`config.mk`:
```
export PLATFORM = sky130hd
export DESIGN_NAME = mem_access
export DESIGN_NICKNAME = d
export VERILOG_FILES = /design/src/rtl/mem_pkg.sv /design/src/rtl/load_extend.sv /design/src/rtl/mem_access.sv
export VERILOG_INCLUDE_DIRS = /design/src /design/src/rtl
export SDC_FILE = /design/constraint.sdc
export NUM_CORES = 1
export LEC_CHECK = 0
export ABC_AREA = 1
export BUFFER_PORTS_ARGS = -buffer_cell sky130_fd_sc_hd__buf_2
export CAP_MARGIN = 30
export CORE_ASPECT_RATIO = 1.75
export CORE_MARGIN = 3
export CORE_UTILIZATION = 44
export CTS_CLUSTER_SIZE = 8
export DETAILED_ROUTE_END_ITERATION = 8
export PLACE_DENSITY = 0.83
export SLEW_MARGIN = 20
export SYNTH_ARGS = -nofsm -noshare
export SYNTH_HDL_FRONTEND = slang
export SYNTH_SLANG_ARGS = --single-unit
```
`constraint.sdc`:
```
create_clock -name clk -period 3.4 [get_ports clk]
set_input_delay 0.51 -clock clk [delete_from_list [all_inputs] [get_ports clk]]
set_output_delay 0.51 -clock clk [all_outputs]
set_load 0.02 [all_outputs]
```
`src/rtl/define.sv`:
```
// Global width definitions for the memory access stage.
`ifndef DATA_WIDTH
`define DATA_WIDTH 32
`endif

```
`src/rtl/mem_pkg.sv`:
```
// Shared types and constants for the memory access stage: access size
// encoding, FSM states, bus timeout and the lane offset helper.
package mem_pkg;

    typedef enum logic [1:0] {
        SIZE_BYTE = 2'd0,
        SIZE_HALF = 2'd1,
        SIZE_WORD = 2'd2
    } size_e;

    typedef enum logic [1:0] {
        IDLE = 2'd0,
        REQ  = 2'd1,
        RESP = 2'd2
    } state_e;

    // REQ cycles without an ack before the access is abandoned as a bus error
    localparam int TIMEOUT_CYCLES = 15;
    localparam int TMO_W          = 4;

    // Effective byte lane of an access: low address bits that the size
    // does not allow are treated as zero.
    function automatic logic [1:0] lane_offset(input logic [1:0] size,
                                               input logic [1:0] addr_lo);
        case (size)
            SIZE_BYTE: return addr_lo;
            SIZE_HALF: return {addr_lo[1], 1'b0};
            default:   return 2'b00;
        endcase
    endfunction

endpackage

```
`src/rtl/load_extend.sv`:
```
// load_extend: picks the addressed byte/half out of a read word and
// sign- or zero-extends it to the full data width.
`include "define.sv"
module load_extend
    import mem_pkg::*;
(
    input  logic [`DATA_WIDTH-1:0] i_rdata,
    input  logic [1:0]             i_off,
    input  logic [1:0]             i_size,
    input  logic                   i_unsigned,
    output logic [`DATA_WIDTH-1:0] o_data
);

    logic [7:0]  w_byte;
    logic [15:0] w_half;

    // Lane select followed by extension according to size and signedness
    always_comb begin
        w_byte = i_rdata[8*i_off +: 8];
        w_half = i_off[1] ? i_rdata[31:16] : i_rdata[15:0];
        case (i_size)
            SIZE_BYTE: o_data = {{(`DATA_WIDTH-8){~i_unsigned & w_byte[7]}}, w_byte};
            SIZE_HALF: o_data = {{(`DATA_WIDTH-16){~i_unsigned & w_half[15]}}, w_half};
            default:   o_data = i_rdata;
        endcase
    end

endmodule

```
`src/rtl/mem_access.sv`:
```
// mem_access: MEM pipeline stage. Turns load/store instructions into a
// req/ack data-memory transaction (IDLE -> REQ -> RESP), stalling the
// upstream stages while the bus is busy, with a bus-error timeout.
// Optional build macro MEM_ALIGN_CHECK_EN: misaligned accesses are
// rejected with an o_misalign pulse instead of being issued.
`include "define.sv"
module mem_access
    import mem_pkg::*;
(
    input  logic                   clk,
    input  logic                   rst,
    input  logic                   i_valid,
    input  logic                   i_memread,
    input  logic                   i_memwrite,
    input  logic [1:0]             i_size,
    input  logic                   i_unsigned,
    input  logic [`DATA_WIDTH-1:0] i_alures,
    input  logic [`DATA_WIDTH-1:0] i_wdata,
    input  logic [1:0]             i_WB,
    input  logic [4:0]             i_we,
    output logic [1:0]             o_WB,
    output logic [`DATA_WIDTH-1:0] o_dataread,
    output logic [`DATA_WIDTH-1:0] o_alures,
    output logic [4:0]             o_we,
    output logic                   o_stall,
    output logic                   o_misalign,
    output logic                   o_buserr,
    output logic                   mem_req,
    output logic                   mem_wr,
    output logic [`DATA_WIDTH-1:0] mem_addr,
    output logic [3:0]             mem_be,
    output logic [`DATA_WIDTH-1:0] mem_wdata,
    input  logic [`DATA_WIDTH-1:0] mem_rdata,
    input  logic                   mem_ack
);

    state_e                 r_state;
    state_e                 w_state_next;
    logic [`DATA_WIDTH-1:0] r_addr;
    logic [3:0]             r_be;
    logic [`DATA_WIDTH-1:0] r_wdata;
    logic                   r_wr;
    logic [1:0]             r_off;
    logic [1:0]             r_size;
    logic                   r_unsigned;
    logic [TMO_W-1:0]       r_cnt;
    logic [`DATA_WIDTH-1:0] r_rdata;
    logic                   r_err;
    logic                   r_buserr;

    size_e                  w_size;
    logic [1:0]             w_off;
    logic                   w_mem_op;
    logic                   w_start;
    logic                   w_misalign_hit;
    logic                   w_timeout;
    logic [3:0]             w_be;
    logic [`DATA_WIDTH-1:0] w_wdata;
    logic [`DATA_WIDTH-1:0] w_load_data;

    assign w_size   = size_e'(i_size);
    assign w_off    = lane_offset(i_size, i_alures[1:0]);
    assign w_mem_op = i_valid & (i_memread | i_memwrite);

`ifdef MEM_ALIGN_CHECK_EN
    logic w_misaligned;
    logic r_misalign;

    assign w_misaligned   = ((w_size == SIZE_WORD) && (i_alures[1:0] != 2'b00)) ||
                            ((w_size == SIZE_HALF) && i_alures[0]);
    assign w_start        = w_mem_op & ~w_misaligned;
    assign w_misalign_hit = w_mem_op & w_misaligned;
    assign o_misalign     = r_misalign;

    // One-cycle pulse for a rejected misaligned access
    always_ff @(posedge clk or posedge rst) begin
        if (rst) r_misalign <= 1'b0;
        else     r_misalign <= (r_state == IDLE) & w_misalign_hit;
    end
`else
    assign w_start        = w_mem_op;
    assign w_misalign_hit = 1'b0;
    assign o_misalign     = 1'b0;
`endif

    // Per-lane store data replication and byte enables
    genvar gi;
    generate
        for (gi = 0; gi < 4; gi++) begin : g_lane
            assign w_wdata[8*gi +: 8] = (w_size == SIZE_BYTE) ? i_wdata[7:0] :
                                        (w_size == SIZE_HALF) ? i_wdata[8*(gi%2) +: 8] :
                                                                i_wdata[8*gi +: 8];
            assign w_be[gi] = (w_size == SIZE_BYTE) ? (w_off == 2'(gi)) :
                              (w_size == SIZE_HALF) ? (w_off[1] == (gi >= 2)) :
                                                      1'b1;
        end
    endgenerate

    load_extend u_load_extend (
        .i_rdata    (mem_rdata),
        .i_off      (r_off),
        .i_size     (r_size),
        .i_unsigned (r_unsigned),
        .o_data     (w_load_data)
    );

    assign o_alures  = i_alures;
    assign o_we      = i_we;
    assign o_buserr  = r_buserr;
    assign mem_req   = (r_state == REQ);
    assign mem_wr    = (r_state == REQ) & r_wr;
    assign mem_be    = (r_state == REQ) ? r_be : 4'b0000;
    assign mem_addr  = r_addr;
    assign mem_wdata = r_wdata;

    // FSM state register
    always_ff @(posedge clk or posedge rst) begin
        if (rst) r_state <= IDLE;
        else     r_state <= w_state_next;
    end

    // Next state and pipeline-side outputs
    always_comb begin
        w_state_next = r_state;
        w_timeout    = 1'b0;
        o_stall      = 1'b0;
        o_WB         = i_WB;
        o_dataread   = '0;
        case (r_state)
            IDLE: begin
                if (w_start) begin
                    o_stall      = 1'b1;
                    o_WB         = 2'b00;
                    w_state_next = REQ;
                end else if (w_misalign_hit) begin
                    o_WB = 2'b00;
                end
            end
            REQ: begin
                o_stall = 1'b1;
                o_WB    = 2'b00;
                if (mem_ack) begin
                    w_state_next = RESP;
                end else if (r_cnt == TMO_W'(TIMEOUT_CYCLES - 1)) begin
                    w_timeout    = 1'b1;
                    w_state_next = RESP;
                end
            end
            RESP: begin
                o_dataread   = r_rdata;
                o_WB         = r_err ? 2'b00 : i_WB;
                w_state_next = IDLE;
            end
            default: w_state_next = IDLE;
        endcase
    end

    // Request latch at issue, REQ cycle counting, response capture
    always_ff @(posedge clk or posedge rst) begin
        if (rst) begin
            r_addr     <= '0;
            r_be       <= 4'b0000;
            r_wdata    <= '0;
            r_wr       <= 1'b0;
            r_off      <= 2'b00;
            r_size     <= 2'b00;
            r_unsigned <= 1'b0;
            r_cnt      <= '0;
            r_rdata    <= '0;
            r_err      <= 1'b0;
            r_buserr   <= 1'b0;
        end else begin
            r_buserr <= 1'b0;
            case (r_state)
                IDLE: begin
                    if (w_start) begin
                        r_addr     <= {i_alures[`DATA_WIDTH-1:2], 2'b00};
                        r_be       <= w_be;
                        r_wdata    <= w_wdata;
                        r_wr       <= i_memwrite;
                        r_off      <= w_off;
                        r_size     <= i_size;
                        r_unsigned <= i_unsigned;
                        r_cnt      <= '0;
                        r_rdata    <= '0;
                        r_err      <= 1'b0;
                    end
                end
                REQ: begin
                    r_cnt <= r_cnt + 1'b1;
                    if (mem_ack) begin
                        r_rdata <= r_wr ? '0 : w_load_data;
                    end else if (w_timeout) begin
                        r_rdata  <= '0;
                        r_err    <= 1'b1;
                        r_buserr <= 1'b1;
                    end
                end
                default: ;
            endcase
        end
    end

endmodule

```
# Word level (Yosys, flattened, before mapping)
# Cells that the tools add are included.
[word_totals]
elab_cells = 86
out_inout_bits = 144
reg_bits = 112
[classes]
add_sub_neg = 1
eq_ne = 13
bitwise_logic = 7
reduce_logical = 10
shift = 1
muxes = 42
[ops]
columns = ["cell", "count"]
rows = [
  ["$mux 32", 5],
  ["$pmux 32 s2", 2],
  ["$mux 8", 5],
  ["$shiftx 32x6->8", 1],
  ["$mux 1", 16],
  ["$mux 16", 1],
  ["$mux 2", 5],
  ["$eq 2x1->1 const B", 4],
  ["$logic_not 2->1", 4],
  ["$mux 4", 2],
  ["$pmux 2 s2", 2],
  ["$pmux 4 s2", 1],
  ["$eq 2x2->1 const B", 3],
  ["$ne 3x1->1 const B", 2],
  ["$pmux 2 s3", 1],
  ["$reduce_and 2->1", 3],
  ["$add 4x1->4 const B", 1],
  ["$and 1x1->1", 4],
  ["$eq 4x4->1 const B", 1],
  ["$ne 2x2->1 const B", 2],
  ["$pmux 1 s2", 2],
  ["$reduce_and 4->1", 1],
  ["$reduce_and 3->1", 1],
  ["$ne 2x1->1 const B", 1],
  ["3 further kinds", 4],
]

# Logic depth before layout (Yosys ltp)
# Gate-level depths: netlist of the first run.
[depth]
depth_word = 7
mapped_depth = 11
mapped_depth_nobuf = 9

# Modules after synthesis
# From an unflattened synthesis of the first run, not the netlist that was laid out.
[unflattened]
hier_cells = 829
hier_area_um2 = 6417.4
[by_module_without_submodules]
columns = ["mod", "n_inst", "area_each_um2", "cells_per_inst"]
rows = [
  ["mem_access", 1, 5496.5, 675],
  ["load_extend", 1, 920.9, 154],
]

# Worst setup path before layout of the first run
# Ideal clock, no wire load.
[synth_path]
path_kind = "reg-to-output"
startpoint = "reg r_state[1]"
endpoint = "out mem_be[0]"
setup_slack_ns = 1.609
stages_incl_launch_ff = 5
arrival_ns = 1.281
t_required_ns = 2.890
n_path_buf = 1
cell_sequence = "dfrtp_1 > nor2_2 > inv_1 > buf_2 > nor2_1"
[synth_between]
elab_chain_cells = 2
[synth_lines]
columns = ["item", "line", "text"]
rows = [
  ["start: declaration", "mem_access.sv:37", "state_e r_state;"],
  ["start signal: assignment", "mem_access.sv:119", "else r_state <= w_state_next;"],
  ["$eq 2x1->1", "--", ""],
  ["via mem_req", "mem_access.sv:28", "output logic mem_req,"],
  ["$mux 4", "mem_access.sv:112", "assign mem_be = (r_state == REQ) ? r_be : 4'b0000;"],
  ["end: declaration", "mem_access.sv:31", "output logic [3:0] mem_be,"],
]
# The timed path passes the listed nets, and every way through them passes these cells.

# Worst setup path after layout of the first run
[layout_path]
startpoint = "reg r_state[1]"
endpoint = "out o_stall"
[layout_between]
elab_chain_cells = 2
[layout_lines]
columns = ["item", "line", "text"]
rows = [
  ["$eq 2x1->1 / $logic_not 2->1 (equally long branches)", "mem_access.sv:129", "case (r_state)"],
  ["$pmux 1 s2 (*)", "mem_access.sv:129", ""],
  ["end: declaration", "mem_access.sv:25", "output logic o_stall,"],
]
# Mark *: on every way between the ends. The rest lies on a longest branch, timed or not.

==> out/summary.log, run 1 <==
[route] total routed wirelength 16800 um
[timing] Slew @ Worst Pin 0.892 ns
[clocking] count of hold buffers inserted by post-cts repair 0
[critical_path] family with the most delay on the worst path buffers and inverters
[floorplanning] height of the die 160 um
[timing] setup TNS 0 ns
[floorplanning] core region area 13100 um^2
[clocking] clock-pin slew on the worst setup and hold paths 0.08 ns
[yosys] Post-Syn Area 5950 um^2
[grt] wire length of the first global-routing pass 26500 um
[grt] vias in the first global route 5426
[timing] worst hold slack 0.298 ns
[yosys] area fraction in compound gates after synthesis 0.0797
[critical_path] Crit. End Element output port
[final_layout] net count reported at finish 1085
[critical_path] Critical Path Source Type register
[critical_path] number of buffer and inverter stages on the critical path 3
[final_layout] Non-Filler Instances 1147
[yosys] Synth Warn # 0
[timing] Max Clock Freq 442 MHz
[flow_run] maxcap violations 0
[floorplanning] area of the die 15000 um^2
[grt] overall routing resource usage 0.221
[power_and_ir_drop] PwrDens 702 nW/um^2
[critical_path] CP Max Fanout 32
[clocking] CTS Root Buffer Type clkbuf_16
[critical_path] critical path's slowest cell inv_2
[yosys] multiplexer fraction of the synthesized cell area 0
[final_layout] share of cells above drive strength 1 0.303
[final_layout] area added between synthesis and finish 22.0%
[route] WL/cell 14.6 um
[yosys] library cells used by synthesis 33
[final_layout] most frequent cells in the layout nand2_1 (317), buf_2 (242), dfrtp_1 (112)
[yosys] number of flip-flops and latches in the synthesized netlist 112
[floorplanning] initial standard-cell utilization of the core 0.455
[timing] unrepaired setup endpoints after global routing false
[clocking] sink count of the clock tree 112
[grt] maximum number of pins on one net before global-route repair 113
[power_and_ir_drop] worst-case vdd ir drop 0.330 mV
[grt] grt ovf 0
[route] count of nets left with antenna violations after detail routing 0
[power_and_ir_drop] overall power of the completed layout 5.10 mW
[timing] Final period util 0.665
[yosys] xor/xnor cell area share of the yosys netlist 0
[placement] Placed Cells 1131
[floorplanning] Core Rows 55
[grt] number of antenna violations at the first check in global routing 0
[timing] Period minus WS final 2.26 ns
[yosys] combinational family with the most area after synthesis simple AND/OR/NAND/NOR gates
[clocking] CTS H-tree lvls 3
[final_layout] fillers 1327
[yosys] Synth Area in Adders 0.00420
[timing] final clock skew 0.00667 ns
[clocking] number of buffers added by the clock tree synthesis step 9
[final_layout] number of inserted diodes 0
[timing] final-report hold violation count 0
[critical_path] required time of the worst setup path 2.89 ns
[route] post-DR vias/cell 4.87
[critical_path] worst endpoint data arrival time 1.75 ns
[floorplanning] width of the die 93.9 um
[clocking] insertion delay of the later-clocked pin in the worst-skew pair 0.34 ns
[yosys] simple-gate share of the synthesized area 0.309
[yosys] gate count of the mapped netlist 785
[hold_path] class of the tightest hold or removal check primary input to asynchronous set/reset pin
[critical_path] cell-by-cell trace of the critical path inv_2, nand2_1, nor2_4, inv_2, nand2_1, buf_2
[clocking] buffers inserted by post-CTS timing repair 0
[route] number of detailed-route iterations in the first pass 4
[timing] number of pins exceeding their max-slew limit in the final report 0
[floorplanning] ports placed on the boundary 256
[route] via count 5585
[clocking] clock tree from TritonCTS done
[status] outcome complete, no violations
[placement] GPL Wtd Cong 0.887
[critical_path] register-to-register setup slack 1.34 ns
[critical_path] kind of critical path register to output port
[clocking] Resized cells post-CTS 0
[clocking] clk buf depth 2
[timing] setup violation total in the final timing report 0
[route] count of routing violations after the opening detailed-route iteration 249
[placement] HPWL Detailed 12600 um
[yosys] sequential area share after synthesis 0.471
[critical_path] delay of the slowest cell on the worst path 0.42 ns
[power_and_ir_drop] Static Leakage 4.09 nW
[route] DRC violations left 0
[placement] number of buffer cells added on primary ports 242
[final_layout] leading cell type in the layout, fill and taps excluded nand2_1
[timing] max-slew headroom at the worst pin 0.405
[yosys] Post-Synthesis Mean Instance Area 7.58 um^2
==> synth_stat cells (all sizes together) <==
cell type	count	area share
nand2	323	0.21
dfrtp	112	0.47
inv	82	0.053
buf	63	0.075
nand3	49	0.050
nor2	49	0.035
o21ai	43	0.037
o21a	17	0.021
a21oi	13	0.011
clkbuf	12	0.0076
nand4	8	0.0084
o22ai	4	0.0042
o211ai	3	0.0038
ha	2	0.0042
a21o	1	0.0013
conb	1	0.00063
nor3	1	0.00084
o21bai	1	0.0013
or2	1	0.0011
==> area by class of cell <==
cell class	instances	area [um^2]	area share
Inverter	82	319	0.0439
Timing Repair Buffer	248	1280	0.176
Clock inverter	6	62.6	0.00862
Sequential cell	112	2800	0.386
Multi-Input combinational cell	518	2360	0.325
Tap cell	171	214	0.0295
Clock buffer	10	229	0.0315
==> worst paths after layout <==
check | startpoint | to | cells past startpoint
worst max-delay path | r_state[1] | o_stall | 6
min in group clk | i_alures[15] | mem_addr[15] | 3
max in group asynchronous | rst | r_rdata[17] | 3
worst max register to register | r_size[1] | r_rdata[29] | 9
worst min-delay path | rst | mem_addr[31] | 3
worst min register to register | mem_addr[29] | mem_addr[29] | 2
==> cell families after synthesis <==
logic type / after synthesis
buffers and inverters: 157
DFF: 112
and+or+nand+nor: 431
other: 1
adders and majority gates: 2
AOI/OAI and AO/OA: 82
==> per-layer routing <==
layer | share of wire | track usage | wire (um) | vias to the layer above
met5 | 0 | 0 | 0 | -
met4 | 0.030 | 0.0815 | 508 | 0
met3 | 0.064 | 0.0410 | 1070 | 32
met2 | 0.54 | 0.410 | 9070 | 236
met1 | 0.36 | 0.245 | 6120 | 2573
li1 | - | - | - | 2744
==> flip-flops by register name, summed over array words and instances (netlist names) <==
signal      cells
mem_addr       30
mem_wdata      32
o_buserr        1
r_be            4
r_cnt           4
r_err           1
r_off           2
r_rdata        32
r_size          2
r_state         2
r_unsigned      1
r_wr            1
==> where the power goes <==
group | internal [mW] | total, mW | switching, mW
Clock | 0.519 | 1.04 | 0.523
Combinational | 0.664 | 2.06 | 1.39
Sequential | 1.73 | 2.00 | 0.271
Total | 2.92 | 5.10 | 2.19
==> worst min-delay path, cell delays in order <==
cell and delay [ns]:
buf_2 0.11, clkinvlp_4 0.07, buf_12 0.41
==> through the flow <==
step | instance area [um^2] | worst slack (ns) | utilization
global route | 7260 | 0.962 | 0.555
CTS | 7260 | 1.10 | 0.555
global placement | 6950 | 1.18 | 0.532
finish | 7260 | 1.14 | 0.555
detailed placement | 6970 | 1.14 | 0.533
floorplan | 5960 | 1.53 | -
Note: power is estimated with default switching activity, not from simulation.
==> run 2, diff against run 1 <==
Clock period 3.4 ns to 1.85 ns, I/O delays scaled along.
==> run 2 against run 1 <==
  * Global-route usage increased by 0.60 points
  * First-iteration DRC count down 20%
  * Clock power rose by 92%
  * Count of clock-buffer cells in the layout shrank 1
  * Die area is the same
  * Cell area increased by 2.1%
==> out/summary.log, run 2 (same netlist as run 1, synthesis figures left out) <==
[placement] number of buffer cells added on primary ports 242
[grt] vias in the first global route 5508
[grt] grt ovf 0
[power_and_ir_drop] power share of the sequential group 0.379
[timing] Max Clock Freq 574 MHz
[timing] max-slew headroom at the worst pin 0.596
[placement] post-placement worst setup slack 0.279 ns
[critical_path] Critical Path Source Type register
[clocking] clk buf depth 2
[grt] wire length of the first global-routing pass 27300 um
[power_and_ir_drop] switching power 3.98 mW
[floorplanning] initial standard-cell utilization of the core 0.455
[floorplanning] ports placed on the boundary 256
[timing] setup violation total in the final timing report 0
[status] outcome complete, no violations
[route] number of detailed-route iterations in the first pass 6
[critical_path] beginning of the critical path r_state[1]
[placement] GPL Wtd Cong 0.913
[final_layout] most frequent cells in the layout nand2_1 (317), buf_2 (242), dfrtp_1 (112)
[final_layout] number of inserted diodes 0
[route] DRC violations left 0
[critical_path] worst endpoint data arrival time 1.46 ns
[power_and_ir_drop] fraction of power consumed by the clock network 0.210
[placement] HPWL Detailed 13300 um
[timing] Final period util 0.942
[final_layout] leading cell type in the layout, fill and taps excluded nand2_1
[clocking] clock tree from TritonCTS done
[route] count of nets left with antenna violations after detail routing 0
[timing] number of pins exceeding their max-slew limit in the final report 0
[critical_path] CP Max Fanout 12
[timing] setup TNS 0 ns
[hold_path] class of the tightest hold or removal check primary input to register
[clocking] buffers inserted by post-CTS timing repair 0
[critical_path] kind of critical path register to output port
[grt] maximum number of pins on one net before global-route repair 46
[route] via count 5699
[power_and_ir_drop] internal portion of total power 5.55 mW
[critical_path] cell-by-cell trace of the critical path nor2_2, inv_2, nand2_1, buf_2
[critical_path] number of buffer and inverter stages on the critical path 2
[critical_path] critical path's slowest cell dfrtp_1
[final_layout] Non-Filler Instances 1159
[clocking] CTS Root Buffer Type clkbuf_16
[timing] unrepaired setup endpoints after global routing false
[power_and_ir_drop] worst-case vdd ir drop 0.643 mV
[critical_path] family with the most delay on the worst path flip-flops
[clocking] insertion delay of the later-clocked pin in the worst-skew pair 0.34 ns
[timing] final-report hold violation count 0
[final_layout] area added between synthesis and finish 24.6%
[route] count of routing violations after the opening detailed-route iteration 200
[floorplanning] area of the die 15000 um^2
[clocking] CTS H-tree lvls 3
[floorplanning] core region area 13100 um^2
[power_and_ir_drop] proportion of total power due to net switching 0.418
[flow_run] maxcap violations 0
[critical_path] required time of the worst setup path 1.57 ns
[final_layout] net count reported at finish 1098
[grt] number of antenna violations at the first check in global routing 0
[floorplanning] height of the die 160 um
[clocking] clock-pin slew on the worst setup and hold paths 0.08 ns
[timing] Final Worst Setup Slack 0.108 ns
[power_and_ir_drop] PwrDens 1290 nW/um^2
[critical_path] Crit. End Element output port
[clocking] sink count of the clock tree 112
[hold_path] hold wc startpoint i_alures[14]
[power_and_ir_drop] share of total power in combinational logic 0.411
[floorplanning] Core Rows 55
[timing] final clock skew 0.00828 ns
[timing] Slew @ Worst Pin 0.604 ns
[timing] Period minus WS final 1.74 ns
[final_layout] share of cells above drive strength 1 0.313
[floorplanning] width of the die 93.9 um
[grt] overall routing resource usage 0.227
[route] WL/cell 14.7 um
[clocking] number of buffers added by the clock tree synthesis step 9
[critical_path] origin of the critical flop-to-flop path r_state[1]
[critical_path] delay of the slowest cell on the worst path 0.42 ns
[final_layout] fillers 1266
[route] total routed wirelength 17000 um
[route] post-DR vias/cell 4.92
[power_and_ir_drop] Static Leakage 4.17 nW
[placement] Placed Cells 1143
run 2: layer usage:
| metal | vias to the layer above | GRT usage | part of all wire |
|---|---|---|---|
| met5 | - | 0 | 0 |
| met4 | 0 | 0.0723 | 0.024 |
| met3 | 31 | 0.0377 | 0.062 |
| met2 | 235 | 0.433 | 0.56 |
| met1 | 2659 | 0.248 | 0.36 |
| li1 | 2774 | - | - |
run 2: power groups by stage:
| stage | Combinational (mW) | Clock [mW] | Sequential (mW) |
|---|---|---|---|
| final | 3.92 | 2.00 | 3.62 |
| after global routing | 4.33 | 2.15 | 3.71 |
| after CTS | 3.95 | 2.06 | 3.62 |
| after detailed placement | 3.94 | 0 | 3.65 |
| after global placement | 3.85 | 0 | 3.63 |
| after floorplan | 2.22 | 0 | 4.17 |
run 2: metrics by stage:
stage          hold WS (ns)  utilization  instance area (um^2)  total power, mW
3_3_place_gp          0.314        0.543                  7100             7.48
2_1_floorplan         0.363            -                  5960             6.40
4_1_cts               0.126        0.567                  7410             9.63
5_1_grt               0.134        0.567                  7410             10.2
6_report              0.142        0.567                  7410             9.53
3_5_place_dp          0.321        0.543                  7100             7.59
run 2: layout make-up:
class	instances	area, um^2	area share
well taps	171	214	0.0289
inverters	82	319	0.0430
repair buffers	261	1420	0.191
clock inverters	6	77.6	0.0105
multi-input cells	518	2360	0.318
clock buffers	9	225	0.0304
flip-flops and latches	112	2800	0.378
run 2: final timing paths:
kind | endpoint | slack [ns] | cells after the start
max in group asynchronous | r_rdata[10] | 0.82 | 4
min | mem_addr[14] | 0.14 | 3
max reg2reg | r_off[1] | 0.27 | 6
max | o_stall | 0.11 | 4
min in group asynchronous | mem_addr[28] | 0.50 | 3
min reg2reg | mem_addr[5] | 0.47 | 2
run 2: tightest hold or removal path, cell delays in order:
cell	delay [ns]
buf_2	0.08
nand2_1	0.04
nand2_1	0.05
run 2: repair_timing:
action                     4_1_cts  5_1_grt
setup endpoints to repair        6        0
gates resized for setup          1        0
hold endpoints to repair        15        0
hold buffers                     1        0
